==> config.mk <==
export PLATFORM = sky130hd
export DESIGN_NAME = instr_fetch_decode
export DESIGN_NICKNAME = d
export VERILOG_FILES = /design/src/rtl/ctrl_pkg.sv /design/src/rtl/ctrl_decode_lut.sv /design/src/rtl/instr_fetch_decode.sv
export SDC_FILE = /design/constraint.sdc
export NUM_CORES = 1
export LEC_CHECK = 0
export ABC_CLOCK_PERIOD_IN_PS = 8800
export BUFFER_PORTS_ARGS = -buffer_cell sky130_fd_sc_hd__buf_2
export CORE_MARGIN = 3
export CORE_UTILIZATION = 55
export DETAILED_ROUTE_END_ITERATION = 7
export GPL_ROUTABILITY_DRIVEN = 0
export HOLD_SLACK_MARGIN = 0.06
export PLACE_DENSITY = 0.8
export SETUP_SLACK_MARGIN = 0.5
export SYNTH_ARGS = -nofsm -noshare
export SYNTH_HDL_FRONTEND = slang
export SYNTH_SLANG_ARGS = --single-unit
==> constraint.sdc <==
create_clock -name clk -period 8.8 [get_ports clk]
set_input_delay 0.88 -clock clk [delete_from_list [all_inputs] [get_ports clk]]
set_output_delay 0.88 -clock clk [all_outputs]
set_load 0.1 [all_outputs]
==> src/rtl/ctrl_pkg.sv <==
// Shared definitions for the fetch/decode block.
// Contents: supported opcode constants, ALUOp encodings, the fetch/decode
// FSM state enum, the control-bundle struct, and a PC alignment helper.
package ctrl_pkg;

    localparam logic [6:0] OPC_RTYPE  = 7'b0110011;
    localparam logic [6:0] OPC_LOAD   = 7'b0000011;
    localparam logic [6:0] OPC_STORE  = 7'b0100011;
    localparam logic [6:0] OPC_BRANCH = 7'b1100011;

    localparam logic [1:0] ALUOP_MEM    = 2'b00;
    localparam logic [1:0] ALUOP_BRANCH = 2'b01;
    localparam logic [1:0] ALUOP_RTYPE  = 2'b10;

    typedef enum logic [1:0] {
        FETCH   = 2'd0,
        DECODE  = 2'd1,
        ISSUE   = 2'd2,
        WAIT_BR = 2'd3
    } state_t;

    typedef struct packed {
        logic       reg_write;
        logic       alu_src;
        logic       mem_to_reg;
        logic       mem_read;
        logic       mem_write;
        logic       pc_src;
        logic [1:0] alu_op;
    } ctrl_t;

    localparam int CTRL_W = $bits(ctrl_t);

    // Every PC update lands on a word boundary.
    function automatic logic [31:0] pc_align(input logic [31:0] addr);
        return {addr[31:2], 2'b00};
    endfunction

endpackage

==> src/rtl/ctrl_decode_lut.sv <==
// Opcode -> control bundle lookup (purely combinational).
// Ports:
//   opcode  in  7       instruction bits [6:0]
//   ctrl    out CTRL_W  packed ctrl_t bundle (all zero for unsupported opcodes)
//   legal   out 1       opcode is one of R-type, lw, sw, beq
import ctrl_pkg::*;

module ctrl_decode_lut (
    input  logic [6:0]        opcode,
    output logic [CTRL_W-1:0] ctrl,
    output logic              legal
);

    ctrl_t c;

    always_comb begin
        c     = '0;
        legal = 1'b1;
        case (opcode)
            OPC_RTYPE: begin
                c.reg_write = 1'b1;
                c.alu_op    = ALUOP_RTYPE;
            end
            OPC_LOAD: begin
                c.reg_write  = 1'b1;
                c.alu_src    = 1'b1;
                c.mem_to_reg = 1'b1;
                c.mem_read   = 1'b1;
                c.alu_op     = ALUOP_MEM;
            end
            OPC_STORE: begin
                c.alu_src   = 1'b1;
                c.mem_write = 1'b1;
                c.alu_op    = ALUOP_MEM;
            end
            OPC_BRANCH: begin
                c.pc_src = 1'b1;
                c.alu_op = ALUOP_BRANCH;
            end
            default: legal = 1'b0;
        endcase
    end

    assign ctrl = c;

endmodule

==> src/rtl/instr_fetch_decode.sv <==
// Instruction fetch / decode front end for a small RV32 subset.
// Fetches a word from instruction memory, decodes it in one cycle, presents
// the decoded fields and controls to the datapath with a valid/ready
// handshake, and resolves beq through br_valid/br_taken.
// Ports:
//   clk, reset (async, active-low)
//   imem_req/imem_addr/imem_ack/imem_rdata  instruction memory fetch
//   issue_valid/issue_ready                 decoded-instruction handshake
//   rs1, rs2, rd, func3, func7, imm         decoded fields (imm: I/S imm, B offset[12:1])
//   RegWrite..ALUOp0                        datapath controls, zero unless issue_valid
//   br_valid/br_taken                       branch resolution
//   pc                                      byte address of current instruction
//   illegal                                 one-cycle pulse on an unsupported opcode
import ctrl_pkg::*;

module instr_fetch_decode #(
    parameter int          IMEM_AW  = 8,
    parameter logic [31:0] RESET_PC = 32'h0
) (
    input  logic               clk,
    input  logic               reset,
    output logic               imem_req,
    output logic [IMEM_AW-1:0] imem_addr,
    input  logic               imem_ack,
    input  logic [31:0]        imem_rdata,
    output logic               issue_valid,
    input  logic               issue_ready,
    output logic [4:0]         rs1,
    output logic [4:0]         rs2,
    output logic [4:0]         rd,
    output logic [2:0]         func3,
    output logic [6:0]         func7,
    output logic [11:0]        imm,
    output logic               RegWrite,
    output logic               ALUSrc,
    output logic               PCSrc,
    output logic               MemRead,
    output logic               MemWrite,
    output logic               MemToReg,
    output logic               ALUOp1,
    output logic               ALUOp0,
    input  logic               br_valid,
    input  logic               br_taken,
    output logic [31:0]        pc,
    output logic               illegal
);

    state_t      state_reg, state_next;
    logic [31:0] pc_reg;
    logic [31:0] instr_reg;
    logic [4:0]  rs1_reg, rs2_reg, rd_reg;
    logic [2:0]  func3_reg;
    logic [6:0]  func7_reg;
    logic [11:0] imm_reg;
    ctrl_t       ctrl_reg;
    logic        illegal_reg;

    ctrl_t       lut_ctrl;
    logic        lut_legal;
    logic [11:0] imm_dec;
    logic [31:0] pc_seq;
    logic [31:0] pc_target;

    ctrl_decode_lut u_lut (
        .opcode (instr_reg[6:0]),
        .ctrl   (lut_ctrl),
        .legal  (lut_legal)
    );

    // Immediate layout depends on format; B-type keeps offset[12:1].
    always_comb begin
        imm_dec = instr_reg[31:20];
        case (instr_reg[6:0])
            OPC_STORE:  imm_dec = {instr_reg[31:25], instr_reg[11:7]};
            OPC_BRANCH: imm_dec = {instr_reg[31], instr_reg[7], instr_reg[30:25], instr_reg[11:8]};
            default:    imm_dec = instr_reg[31:20];
        endcase
    end

    assign pc_seq    = pc_align(pc_reg + 32'd4);
    assign pc_target = pc_align(pc_reg + {{19{imm_reg[11]}}, imm_reg, 1'b0});

    always_ff @(posedge clk or negedge reset) begin
        if (!reset) begin
            state_reg <= FETCH;
        end else begin
            state_reg <= state_next;
        end
    end

    always_comb begin
        state_next = state_reg;
        case (state_reg)
            FETCH:   if (imem_ack) state_next = DECODE;
            DECODE:  state_next = lut_legal ? ISSUE : FETCH;
            // ctrl_reg.pc_src is only set for beq, so it selects the branch path.
            ISSUE:   if (issue_ready) state_next = ctrl_reg.pc_src ? WAIT_BR : FETCH;
            WAIT_BR: if (br_valid) state_next = FETCH;
            default: state_next = FETCH;
        endcase
    end

    always_ff @(posedge clk or negedge reset) begin
        if (!reset) begin
            pc_reg      <= RESET_PC;
            instr_reg   <= '0;
            rs1_reg     <= '0;
            rs2_reg     <= '0;
            rd_reg      <= '0;
            func3_reg   <= '0;
            func7_reg   <= '0;
            imm_reg     <= '0;
            ctrl_reg    <= '0;
            illegal_reg <= 1'b0;
        end else begin
            illegal_reg <= 1'b0;
            case (state_reg)
                FETCH: begin
                    if (imem_ack) instr_reg <= imem_rdata;
                end
                DECODE: begin
                    if (lut_legal) begin
                        rs1_reg   <= instr_reg[19:15];
                        rs2_reg   <= instr_reg[24:20];
                        rd_reg    <= instr_reg[11:7];
                        func3_reg <= instr_reg[14:12];
                        func7_reg <= instr_reg[31:25];
                        imm_reg   <= imm_dec;
                        ctrl_reg  <= lut_ctrl;
                    end else begin
                        // Fields keep the last legal instruction's values.
                        illegal_reg <= 1'b1;
                        pc_reg      <= pc_seq;
                    end
                end
                ISSUE: begin
                    if (issue_ready && !ctrl_reg.pc_src) pc_reg <= pc_seq;
                end
                WAIT_BR: begin
                    if (br_valid) pc_reg <= br_taken ? pc_target : pc_seq;
                end
                default: ;
            endcase
        end
    end

    assign imem_req    = (state_reg == FETCH);
    assign imem_addr   = pc_reg[IMEM_AW+1:2];
    assign issue_valid = (state_reg == ISSUE);
    assign pc          = pc_reg;
    assign illegal     = illegal_reg;

    assign rs1   = rs1_reg;
    assign rs2   = rs2_reg;
    assign rd    = rd_reg;
    assign func3 = func3_reg;
    assign func7 = func7_reg;
    assign imm   = imm_reg;

    assign RegWrite = issue_valid & ctrl_reg.reg_write;
    assign ALUSrc   = issue_valid & ctrl_reg.alu_src;
    assign PCSrc    = issue_valid & ctrl_reg.pc_src;
    assign MemRead  = issue_valid & ctrl_reg.mem_read;
    assign MemWrite = issue_valid & ctrl_reg.mem_write;
    assign MemToReg = issue_valid & ctrl_reg.mem_to_reg;
    assign ALUOp1   = issue_valid & ctrl_reg.alu_op[1];
    assign ALUOp0   = issue_valid & ctrl_reg.alu_op[0];

endmodule

**Yosys cells after proc, flatten, opt, wreduce, memory -nomap -nowiden**

Index checks and enable logic that the tools add are counted.

- $add $sub $neg: 2
- Multipliers: 0
- Divide/modulo/power cells: 0
- Order comparisons: 0
- Eq/ne operators: 12
- Shift-type cells: 0
- Muxes and demuxes: 21
- Bitwise logic cells: 8
- Reductions and logical operators: 11

Operators with widths:

| kind | number |
|---|---|
| $mux 32 | 4 |
| $pmux 32 s3 | 1 |
| $add 32x3->32 const B | 1 |
| $add 32x32->32 | 1 |
| $pmux 11 s2 | 1 |
| $eq 7x6->1 const B | 2 |
| $mux 2 | 6 |
| $and 1x1->1 | 8 |
| $pmux 2 s4 | 1 |
| $eq 7x2->1 const B | 1 |
| $eq 7x7->1 const B | 1 |
| $mux 1 | 7 |
| $ne 2x1->1 const B | 3 |
| $eq 2x2->1 const B | 2 |
| $ne 2x2->1 const B | 2 |
| $pmux 2 s2 | 1 |
| $reduce_and 2->1 | 2 |
| $reduce_and 4->1 | 1 |
| $reduce_or 2->1 | 2 |
| $reduce_or 4->1 | 1 |
| $reduce_and 3->1 | 1 |
| $reduce_bool 3->1 | 1 |
| $eq 2x1->1 const B | 1 |
| $logic_not 2->1 | 1 |
| other kinds (2) | 2 |

- Register bits after elaboration: 112
- Latch bits: 0
- Memory bits (writable): 0
- Bits in read-only memories: 0
- Input bits: 38
- Output and inout port bits: 88
- Word-level logic and storage cells: 71
- Memories: 0

**Logic depth before layout (Yosys ltp)**

Gate-level depths: netlist of run 1.

- Depth in word-level cells: 5
- Mapped depth: 11
- Gate-level depth less buffers: 11

**By module**

A second synthesis of run 1 with hierarchy kept.

- Cell total of the unflattened synthesis: 687
- Area total of the unflattened synthesis: 6553.8 um^2

By module, submodules not included:

| module | times used | cells each | area an instance (um^2) | seq. area each (um^2) |
|---|---|---|---|---|
| instr_fetch_decode | 1 | 670 | 6454.9 | 2727.6 |
| ctrl_decode_lut | 1 | 17 | 98.8 | 0.0 |

**Worst setup path after synthesis of run 1**

Ideal clock, no wire load.

- Path type: register to output
- Start: reg state_reg[0]
- End: out MemToReg
- Data arrival time: 3.264 ns
- Data required time: 7.920 ns
- Setup slack: 4.656 ns
- Cell stages (with the launch flop): 4
- Path buffers: 2
- Cells stage by stage: dfrtp_1 > clkbuf_1 > nor3_1 > buf_4

- Longest elaborated chain between the ends: 2

Ends and longest elaborated chain:

| element | RTL line | text |
|---|---|---|
| from (decl) | instr_fetch_decode.sv:48 | `state_t state_reg, state_next;` |
| from (signal assigned) | instr_fetch_decode.sv:87 | `state_reg <= state_next;` |
| $eq 2x2->1 | instr_fetch_decode.sv:149 | `assign issue_valid = (state_reg == ISSUE);` |
| $and 1x1->1 | instr_fetch_decode.sv:165 | `assign MemToReg = issue_valid & ctrl_reg.mem_to_reg;` |
| to (decl) | instr_fetch_decode.sv:39 | `output logic MemToReg,` |

No other way between the ends.

==> metrics, run 1 <==
status=finished, final reports clean; RR Endpoint=pc[31]; hold_buf cts=0; CP bufs+invs=0; first-pass GRT wire length=26,100 um; Critical R2R Launch=func7[6]; maxcap violations=0; Worst EP arrival=approximately 3700 ps; DRC=0; Post-Synth Adder-Cell Area=under 10%; Die Y=about 110 um; XOR/XNOR share of the synthesized area=about 3.3%; DRT iter0 DRCs=roughly 610; main combinational cell family by area after synthesis=compound AO/OA/AOI/OAI gates; Via density=about 6; CTS Root Cell=clkbuf_16; Yosys Warn Count=0; max incr delay on CP=around 940 ps; Die W=~110 um; worst skew pair latency=360 ps; Avg Inst Size Synth=~9.4 sq um; # diodes=0; post-layout util=66.3%; Core Region=about 11,000 sq um; initial core utilization=between 50% and 60%; DIE AREA=approximately 13,000 sq um; post_cts resized=0; IO Pins=126; Crit Path Class=flip-flop to flip-flop; FFs w/ async S/R, synth=100%; layout cell share with drive strength beyond 1=about 27%; slew margin rel.=39.3%; P&R area growth vs syn=14.6%; crit-path cells=ha_1, a21oi_1, o21ai_1, a221oi_1, nand2_1, o31ai_1, o21ai_1, xor2_1, a22oi_1, xnor2_1; Post-synth EDFFs=0; crit share post-route=39.4%; Post-Syn Instances=around 680; synthesized area=around 6400 sq um; Critical Path RT=9070 ps; clk_skew=8.93 ps; pins over their slew limit=0; max reg flops=32; Hold Path Class=input pin to asynchronous set/reset pin; FMAX=roughly 290 MHz; worst-margin pin slew=approximately 900 ps; final wirelength=16,200 um; post-route ant nets=0; iteration count of the initial detailed-routing pass=5; slowest CP cell=dfrtp_1; largest delay contributor family on the critical path=compound AO/OA/AOI/OAI gates; DR vias=between 5k and 6k; synth unique cells=55; CTS Sinks=between 100 and 150; Final Hold Viols=0; wire per inst=roughly 17 um; largest net degree at the start of global routing=73; sequential share of the synthesized area=a little over two fifths; startpoint types=flip-flop; flops & latches, synth=around 110; commonest non-fill, non-tap cell in the layout=buf_2; Synth Area in Compound Gates=around 20%; number of I/O port buffers=123; commonest register cell after synthesis=dfrtp_1; Final Critical Period=around 3500 ps; R2R setup slack=around 5300 ps; vias in the first global route=between 5k and 6k; RSZ-0062 raised after global routing=false; nets@finish=850; worst hold slack=between 400 and 500 ps; dpl hpwl=around 12,000 um; GRT Total Usage=approximately 25%; setup repair bufs after CTS=0; initial antenna violation count=0; CTS tree=done; Setup TNS=0 ps; worst-path maximum fanout=23; row cnt=38; clock buffer depth=2; total grt overflow=0; R2R cell count=10; Setup-failing EPs final=0; H-Tree Depth=3; clock-pin slew on the worst setup and hold paths=~70 ps; multiplexer area fraction after synthesis=10.9%; most frequent cells in the layout=122 x buf_2, 107 x dfrtp_1, 71 x a21oi_1; Post-Synth Simple-Gate Area=between 10 and 15%; Num CTS Buffers=9; Critical Path Sink Type=flip-flop; cell repeated most along the worst path=o21ai_1
[through the flow]
stage                     cell area (sq um)  setup slack [ps]  std cells
after floorplan                        6430              4660        682
after global placement                 7080              5590        910
after detailed placement               7080              5380        910
after CTS                              7370              5360        926
after global routing                   7370              5090        926
final                                  7370              5330        926
[worst max path at each step]
stage | start | endpoint | slack, ps | cells past startpoint
finish | func7[6] | pc[31] | 5330 | 10
global route | func7[6] | pc[29] | 5090 | 10
CTS | func7[6] | pc[31] | 5360 | 10
global placement | pc[2] | pc[30] | 5590 | 11
detailed placement | func7[6] | pc[31] | 5380 | 10
floorplan | state_reg[0] | MemToReg | 4660 | 3
[layout make-up]
class	instances	area, sq um
fill	909	3750
multi-input combinational	518	3500
sequential	107	2680
timing repair buffer	129	663
clock buffer	11	253
tap	140	175
inverter	16	60.1
clock inverter	5	41.3
[layer usage]
metal	share of wire [%]	GRT usage, %	vias up
li1	-	-	2665
met1	40	31.0	2697
met2	50	42.1	216
met3	7.9	7.14	22
met4	1.3	6.57	0
met5	0	0	-
[synthesized netlist by cell type, types with 14 or more instances]
cell	instances	area, sq um
dfrtp_1	107	2680
a21oi_1	71	355
nand2_1	66	248
mux2_2	56	631
o21ai_0	46	230
nor2_1	45	169
nand3_1	32	160
ha_1	30	375
clkbuf_1	23	86.3
inv_1	16	60.1
nor3_1	16	80.1
a21o_1	14	105
o22ai_1	14	87.6
[logic make-up (layout without fill, tap and decap cells)]
group,after synthesis,after routing
other,1,2
AND/OR/NAND/NOR,200,200
AO/OA/AOI/OAI,198,198
XOR/XNOR,24,24
flip-flops,107,107
adder cells (fa/ha/maj),31,31
multiplexers,63,63
buffers and inverters,57,161
Power of run 1 is left out: the tool's default activity adds up to more than one toggle a clock period on the data nets, which glitch-free logic cannot reach.
==> run 2, diff against run 1 <==
--- a/config.mk
+++ b/config.mk
@@ -5,7 +5,7 @@
 export SDC_FILE = /design/constraint.sdc
 export NUM_CORES = 1
 export LEC_CHECK = 0
-export ABC_CLOCK_PERIOD_IN_PS = 8800
+export ABC_CLOCK_PERIOD_IN_PS = 3600
 export BUFFER_PORTS_ARGS = -buffer_cell sky130_fd_sc_hd__buf_2
 export CORE_MARGIN = 3
 export CORE_UTILIZATION = 55
==> constraint.sdc (replaced) <==
create_clock -name clk -period 3.6 [get_ports clk]
set_input_delay 0.36 -clock clk [delete_from_list [all_inputs] [get_ports clk]]
set_output_delay 0.36 -clock clk [all_outputs]
set_load 0.1 [all_outputs]
==> metrics, run 2 (synthesis gave the netlist of run 1 again) <==
crit-path cells=ha_4, fa_2, a21oi_2, o22ai_2, o41a_4, a31oi_4, o221ai_4, a221oi_4, o21ai_2, xor2_1, a221o_1 (was ha_1, a21oi_1, o21ai_1, a221oi_1, nand2_1, o31ai_1, o21ai_1, xor2_1, a22oi_1, xnor2_1); P&R area growth vs syn=17.7% (was 14.6%); Setup-failing EPs final=0 (unchanged); Die Y=114 um (unchanged); Hold Path Class=input pin to flip-flop (was input pin to asynchronous set/reset pin); Final Critical Period=3090 ps (was 3470 ps); initial core utilization=57.8% (unchanged); IO Pins=126 (unchanged); max incr delay on CP=500 ps (was 940 ps); # diodes=0 (unchanged); worst-path maximum fanout=4 (was 23); Via density=6.06 (was 6.05); most frequent cells in the layout=122 x buf_2, 89 x dfrtp_1, 70 x a21oi_1 (was 122 x buf_2, 107 x dfrtp_1, 71 x a21oi_1); Core Region=11,100 sq um (unchanged); worst skew pair latency=350 ps (was 360 ps); CTS Sinks=107 (unchanged); GRT Max-Usage Layer=met2 (unchanged); commonest non-fill, non-tap cell in the layout=buf_2 (unchanged); largest delay contributor family on the critical path=compound AO/OA/AOI/OAI gates (unchanged); Final Hold Viols=0 (unchanged); Critical Path RT=3840 ps (was 9070 ps); row cnt=38 (unchanged); worst hold slack=227 ps (was 471 ps); DRT iter0 DRCs=342 (was 613); worst-margin pin slew=769 ps (was 910 ps); initial antenna violation count=0 (unchanged); DR vias=5,689 (was 5,600); Num CTS Buffers=9 (unchanged); Fillers=899 (was 909); max reg flops=32 (unchanged); H-Tree Depth=3 (unchanged); post-layout util=68.1% (was 66.3%); Worst EP arrival=3330 ps (was 3740 ps); number of I/O port buffers=123 (unchanged); GRT met1 Usage=32.8% (was 31.0%); largest net degree at the start of global routing=53 (was 73); post-route ant nets=0 (unchanged); status=finished, final reports clean (unchanged); CTS tree=done (unchanged); iteration count of the initial detailed-routing pass=5 (unchanged); DRC=0 (unchanged); Crit Path Class=flip-flop to flip-flop (unchanged); nets@finish=863 (was 850); DIE AREA=13,000 sq um (unchanged); slowest CP cell=dfrtp_4 (was dfrtp_1); Die W=114 um (unchanged); routing usage on met3=5.29% (was 7.14%); vias in the first global route=5,599 (was 5,403); total grt overflow=0 (unchanged); startpoint types=flip-flop (unchanged); clk_skew=9.53 ps (was 8.93 ps); layout cell share with drive strength beyond 1=31.0% (was 26.8%); CP bufs+invs=0 (unchanged); wire per inst=17.6 um (was 17.5 um); clock-pin slew on the worst setup and hold paths=80 ps (was 70 ps); clock buffer depth=2 (unchanged); pins over their slew limit=0 (unchanged); slew margin rel.=48.7% (was 39.3%); GRT Total Usage=25.7% (was 24.7%); dpl hpwl=11,800 um (was 11,700 um); crit share post-route=85.7% (was 39.4%); Critical Path Sink Type=flip-flop (unchanged); first-pass GRT wire length=27,200 um (was 26,100 um); RSZ-0062 raised after global routing=true (was false); CTS Root Cell=clkbuf_16 (unchanged); maxcap violations=0 (unchanged); GR Util met2=43.2% (was 42.1%); FMAX=324 MHz (was 289 MHz); final wirelength=16,500 um (was 16,200 um)
## run 2: cell types whose count changed in the layout (fill, tap and decap cells not counted), moves of 2 or more
cell / previous run / this run
a221oi_1: 4 / 2
a221oi_2: 0 / 2
buf_4: 7 / 18
clkbuf_8: 2 / 0
clkinv_4: 0 / 2
dfrtp_1: 107 / 89
dfrtp_2: 0 / 15
dfrtp_4: 0 / 3
## run 2: worst paths after layout
kind | from | to | slack [ps] | depth (start not counted)
worst max-delay path | imm[1] | pc[30] | 510 | 11
worst min-delay path | imem_rdata[6] | instr_reg[6] | 230 | 3
worst max register to register | imm[1] | pc[30] | 510 | 11
worst min register to register | ctrl_reg[6] | ctrl_reg[6] | 480 | 1
max in group asynchronous | reset | func7[6] | 2210 | 3
min in group asynchronous | reset | instr_reg[11] | 500 | 2
## run 2: area by class of cell
class	instances	area (sq um)	area share [%]
Clock buffer	10	229	3.02
Inverter	16	60.1	0.793
Tap cell	140	175	2.31
Multi-Input combinational cell	518	3550	46.9
Sequential cell	107	2710	35.8
Timing Repair Buffer	142	776	10.2
Clock inverter	6	72.6	0.958
## run 2: per-stage QoR
stage	setup slack (ps)	std cells	instance area, sq um	setup TNS [ps]
finish	515	939	7570	0
global route	391	939	7570	0
CTS	499	933	7490	0
detailed placement	410	913	7160	0
global placement	475	913	7160	0
floorplan	-23.8	682	6480	-45.8
## run 2: repair_timing
action,4_1_cts,5_1_grt
pin swaps,4,5
resized for setup,0,7
buffers inserted,3,6
hold endpoints to repair,33,0
hold buffers,1,0
setup endpoints to repair,1,5
## run 2: tightest hold or removal path, stage by stage
cell,delay [ps]
buf_2,80
nand2_1,40
o21ai_0,60
## run 2: metal layers
layer	wire, um	share of wire, %
met2	8110	49
met3	1060	6.4
met4	361	2.2
met1	6980	42
met5	0	0
Power of run 2 is left out for the same reason.
==> run 3, diff against run 2 <==
--- a/config.mk
+++ b/config.mk
@@ -5,6 +5,7 @@
 export SDC_FILE = /design/constraint.sdc
 export NUM_CORES = 1
 export LEC_CHECK = 0
+export ABC_AREA = 1
 export ABC_CLOCK_PERIOD_IN_PS = 3600
 export BUFFER_PORTS_ARGS = -buffer_cell sky130_fd_sc_hd__buf_2
 export CORE_MARGIN = 3
@@ -12,7 +13,7 @@
 export DETAILED_ROUTE_END_ITERATION = 7
 export GPL_ROUTABILITY_DRIVEN = 0
 export HOLD_SLACK_MARGIN = 0.06
-export PLACE_DENSITY = 0.8
+export PLACE_DENSITY = 0.78
 export SETUP_SLACK_MARGIN = 0.5
 export SYNTH_ARGS = -nofsm -noshare
 export SYNTH_HDL_FRONTEND = slang
==> metrics, run 3 <==
initial antenna violation count=0 (unchanged); max incr delay on CP=1020 ps (was 500 ps); Fillers=1,252 (was 899); clk_skew=6.89 ps (was 9.53 ps); Crit Path Class=flip-flop to flip-flop (unchanged); area share of the largest cell type after synthesis=35.1% (was 41.6%); most frequent cells in the layout=344 x nand2_1, 178 x inv_1, 122 x buf_2 (was 122 x buf_2, 89 x dfrtp_1, 70 x a21oi_1); startpoint types=flip-flop (unchanged); layout cell share with drive strength beyond 1=13.6% (was 31.0%); slowest CP cell=dfrtp_1 (was dfrtp_4); flops & latches, synth=107 (unchanged); GRT Total Usage=30.2% (was 25.7%); GRT met1 Usage=42.3% (was 32.8%); routing usage on met3=8.63% (was 5.29%); failing checks=negative hold slack; FMAX=358 MHz (was 324 MHz); Critical Path Sink=pc[22] (was pc[30]); sequential share of the synthesized area=35.1% (was 41.6%); P&R area growth vs syn=12.8% (was 17.7%); commonest non-fill, non-tap cell in the layout=nand2_1 (was buf_2); post_cts resized=0 (unchanged); largest net degree at the start of global routing=108 (was 53); DIE AREA=15,300 sq um (was 13,000 sq um); Reg area=2680 sq um (was 2710 sq um); most frequent cell after synthesis=nand2_1 (was dfrtp_1); CTS tree=done (unchanged); R2R cell count=12 (was 11); hold_buf cts=0 (was 1); number of I/O port buffers=123 (unchanged); crit-path cells=ha_1, nand2_1, nor2_1, inv_1, nor2_1, nand3b_1, nand3_1, nand2_1, inv_1, nor2_1, nor2_1, nor2_1 (was ha_4, fa_2, a21oi_2, o22ai_2, o41a_4, a31oi_4, o221ai_4, a221oi_4, o21ai_2, xor2_1, a221o_1); commonest register cell after synthesis=dfrtp_1 (unchanged); GR Util met2=44.8% (was 43.2%); Critical Path Sink Type=flip-flop (unchanged); Critical R2R Launch=func7[6] (was imm[1]); R2R setup slack=800 ps (was 510 ps); status=finished, violations left (was finished, final reports clean); max reg flops=32 (unchanged); top cell type by total area after synthesis=dfrtp_1 (unchanged); Die Y=124 um (was 114 um); maxcap violations=0 (unchanged); total grt overflow=0 (unchanged); multi-input logic area=4020 sq um (was 3550 sq um); Critical Path RT=3850 ps (was 3840 ps); vias in the first global route=7,157 (was 5,599); clock-pin slew on the worst setup and hold paths=80 ps (about the same); Yosys Warn Count=0 (unchanged); wire per inst=15.7 um (was 17.6 um); FFs w/ async S/R, synth=100% (unchanged); DRC=0 (unchanged); setup repair bufs after CTS=0 (was 3); GRT Max-Usage Layer=met2 (unchanged); worst-margin pin slew=1030 ps (was 769 ps); pins over their slew limit=0 (unchanged); crit path from=func7[6] (was imm[1]); Post-Syn Instances=1,161 (was 681); Final Critical Period=2800 ps (was 3090 ps); largest delay contributor family on the critical path=simple AND/OR/NAND/NOR gates (was compound AO/OA/AOI/OAI gates); CTS Sinks=107 (unchanged); # diodes=0 (unchanged); slew margin rel.=31.2% (was 48.7%); Num CTS Buffers=9 (unchanged); synthesized area=7620 sq um (was 6430 sq um); RR Endpoint=pc[22] (was pc[30]); Post-synth EDFFs=0 (unchanged); Die W=124 um (was 114 um); Avg Inst Size Synth=6.57 sq um (was 9.44 sq um); iteration count of the initial detailed-routing pass=6 (was 5); H-Tree Depth=3 (unchanged); WP depth=12 (was 11); post-route ant nets=0 (unchanged); IO Pins=126 (unchanged); initial core utilization=56.9% (was 57.8%); clock buffer depth=2 (unchanged); CP bufs+invs=2 (was 0); worst-path maximum fanout=23 (was 4); crit share post-route=77.7% (was 85.7%); Setup TNS=0 ps (unchanged); final wirelength=22,600 um (was 16,500 um); CTS Root Cell=clkbuf_16 (unchanged); dpl hpwl=16,800 um (was 11,800 um); Worst EP arrival=3050 ps (was 3330 ps); Hold Path Class=input pin to asynchronous set/reset pin (was input pin to flip-flop); Final Hold Viols=1 (was 0); row cnt=42 (was 38); ranking of synthesized cells by area=dfrtp_1 35%, nand2_1 17%, inv_1 8.8% (was dfrtp_1 42%, mux2_2 9.8%, ha_1 5.8%); RSZ-0062 raised after global routing=false (was true); DRT iter0 DRCs=1,032 (was 342); synth unique cells=42 (was 55); worst skew pair latency=360 ps (was 350 ps); cell repeated most along the worst path=nor2_1; DR vias=7,952 (was 5,689); Post-synth top cells=346 x nand2_1, 178 x inv_1, 109 x nor2_1 (was 107 x dfrtp_1, 71 x a21oi_1, 66 x nand2_1); nets@finish=1,330 (was 863); Setup-failing EPs final=0 (unchanged); worst hold slack=-0.692 ps (was 227 ps); Final Cell Area=8600 sq um (was 7570 sq um); dpl cell area=8280 sq um (was 7160 sq um); Via density=5.51 (was 6.06); first-pass GRT wire length=35,800 um (was 27,200 um); Core Region=13,400 sq um (was 11,100 sq um)
[run 3: layout make-up]
cell class / count / area share [%]
multi-input cells: 829 / 46.7
inverters: 185 / 8.08
repair buffers: 129 / 7.86
clock buffers: 9 / 2.62
clock inverters: 7 / 1.00
well taps: 176 / 2.56
flip-flops and latches: 107 / 31.1
[run 3: cell families after synthesis]
group / share of synthesized area (%)
muxes: 1.18
xor gates and xnor gates: 0.460
DFF: 35.1
other: 0.0492
AOI/OAI and AO/OA: 11.8
and+or+nand+nor: 33.9
adders and majority gates: 5.19
buffers and inverters: 12.3
[run 3: worst min-delay path by stage]
stage | depth (start not counted) | slack (ps) | end
after floorplan | 0 | 60 | ctrl_reg[0]
after global placement | 2 | 450 | func3[2]
after detailed placement | 2 | 470 | rs1[4]
after CTS | 2 | 90 | pc[19]
after global routing | 2 | 100 | pc[23]
final | 2 | -0.7 | pc[23]
[run 3: per-stage QoR]
stage | util, % | std cells | worst slack (ps)
after floorplan | - | 1162 | 800
after CTS | 64.1 | 1442 | 888
after global placement | 61.8 | 1426 | 944
after global routing | 64.1 | 1442 | 623
final | 64.1 | 1442 | 804
after detailed placement | 61.8 | 1426 | 921
[run 3: layer usage]
metal | wire length (um) | share of wire [%]
met1 | 9480 | 42
met2 | 9690 | 43
met3 | 2670 | 12
met4 | 786 | 3.5
met5 | 0 | 0
Power of run 3 is left out for the same reason.
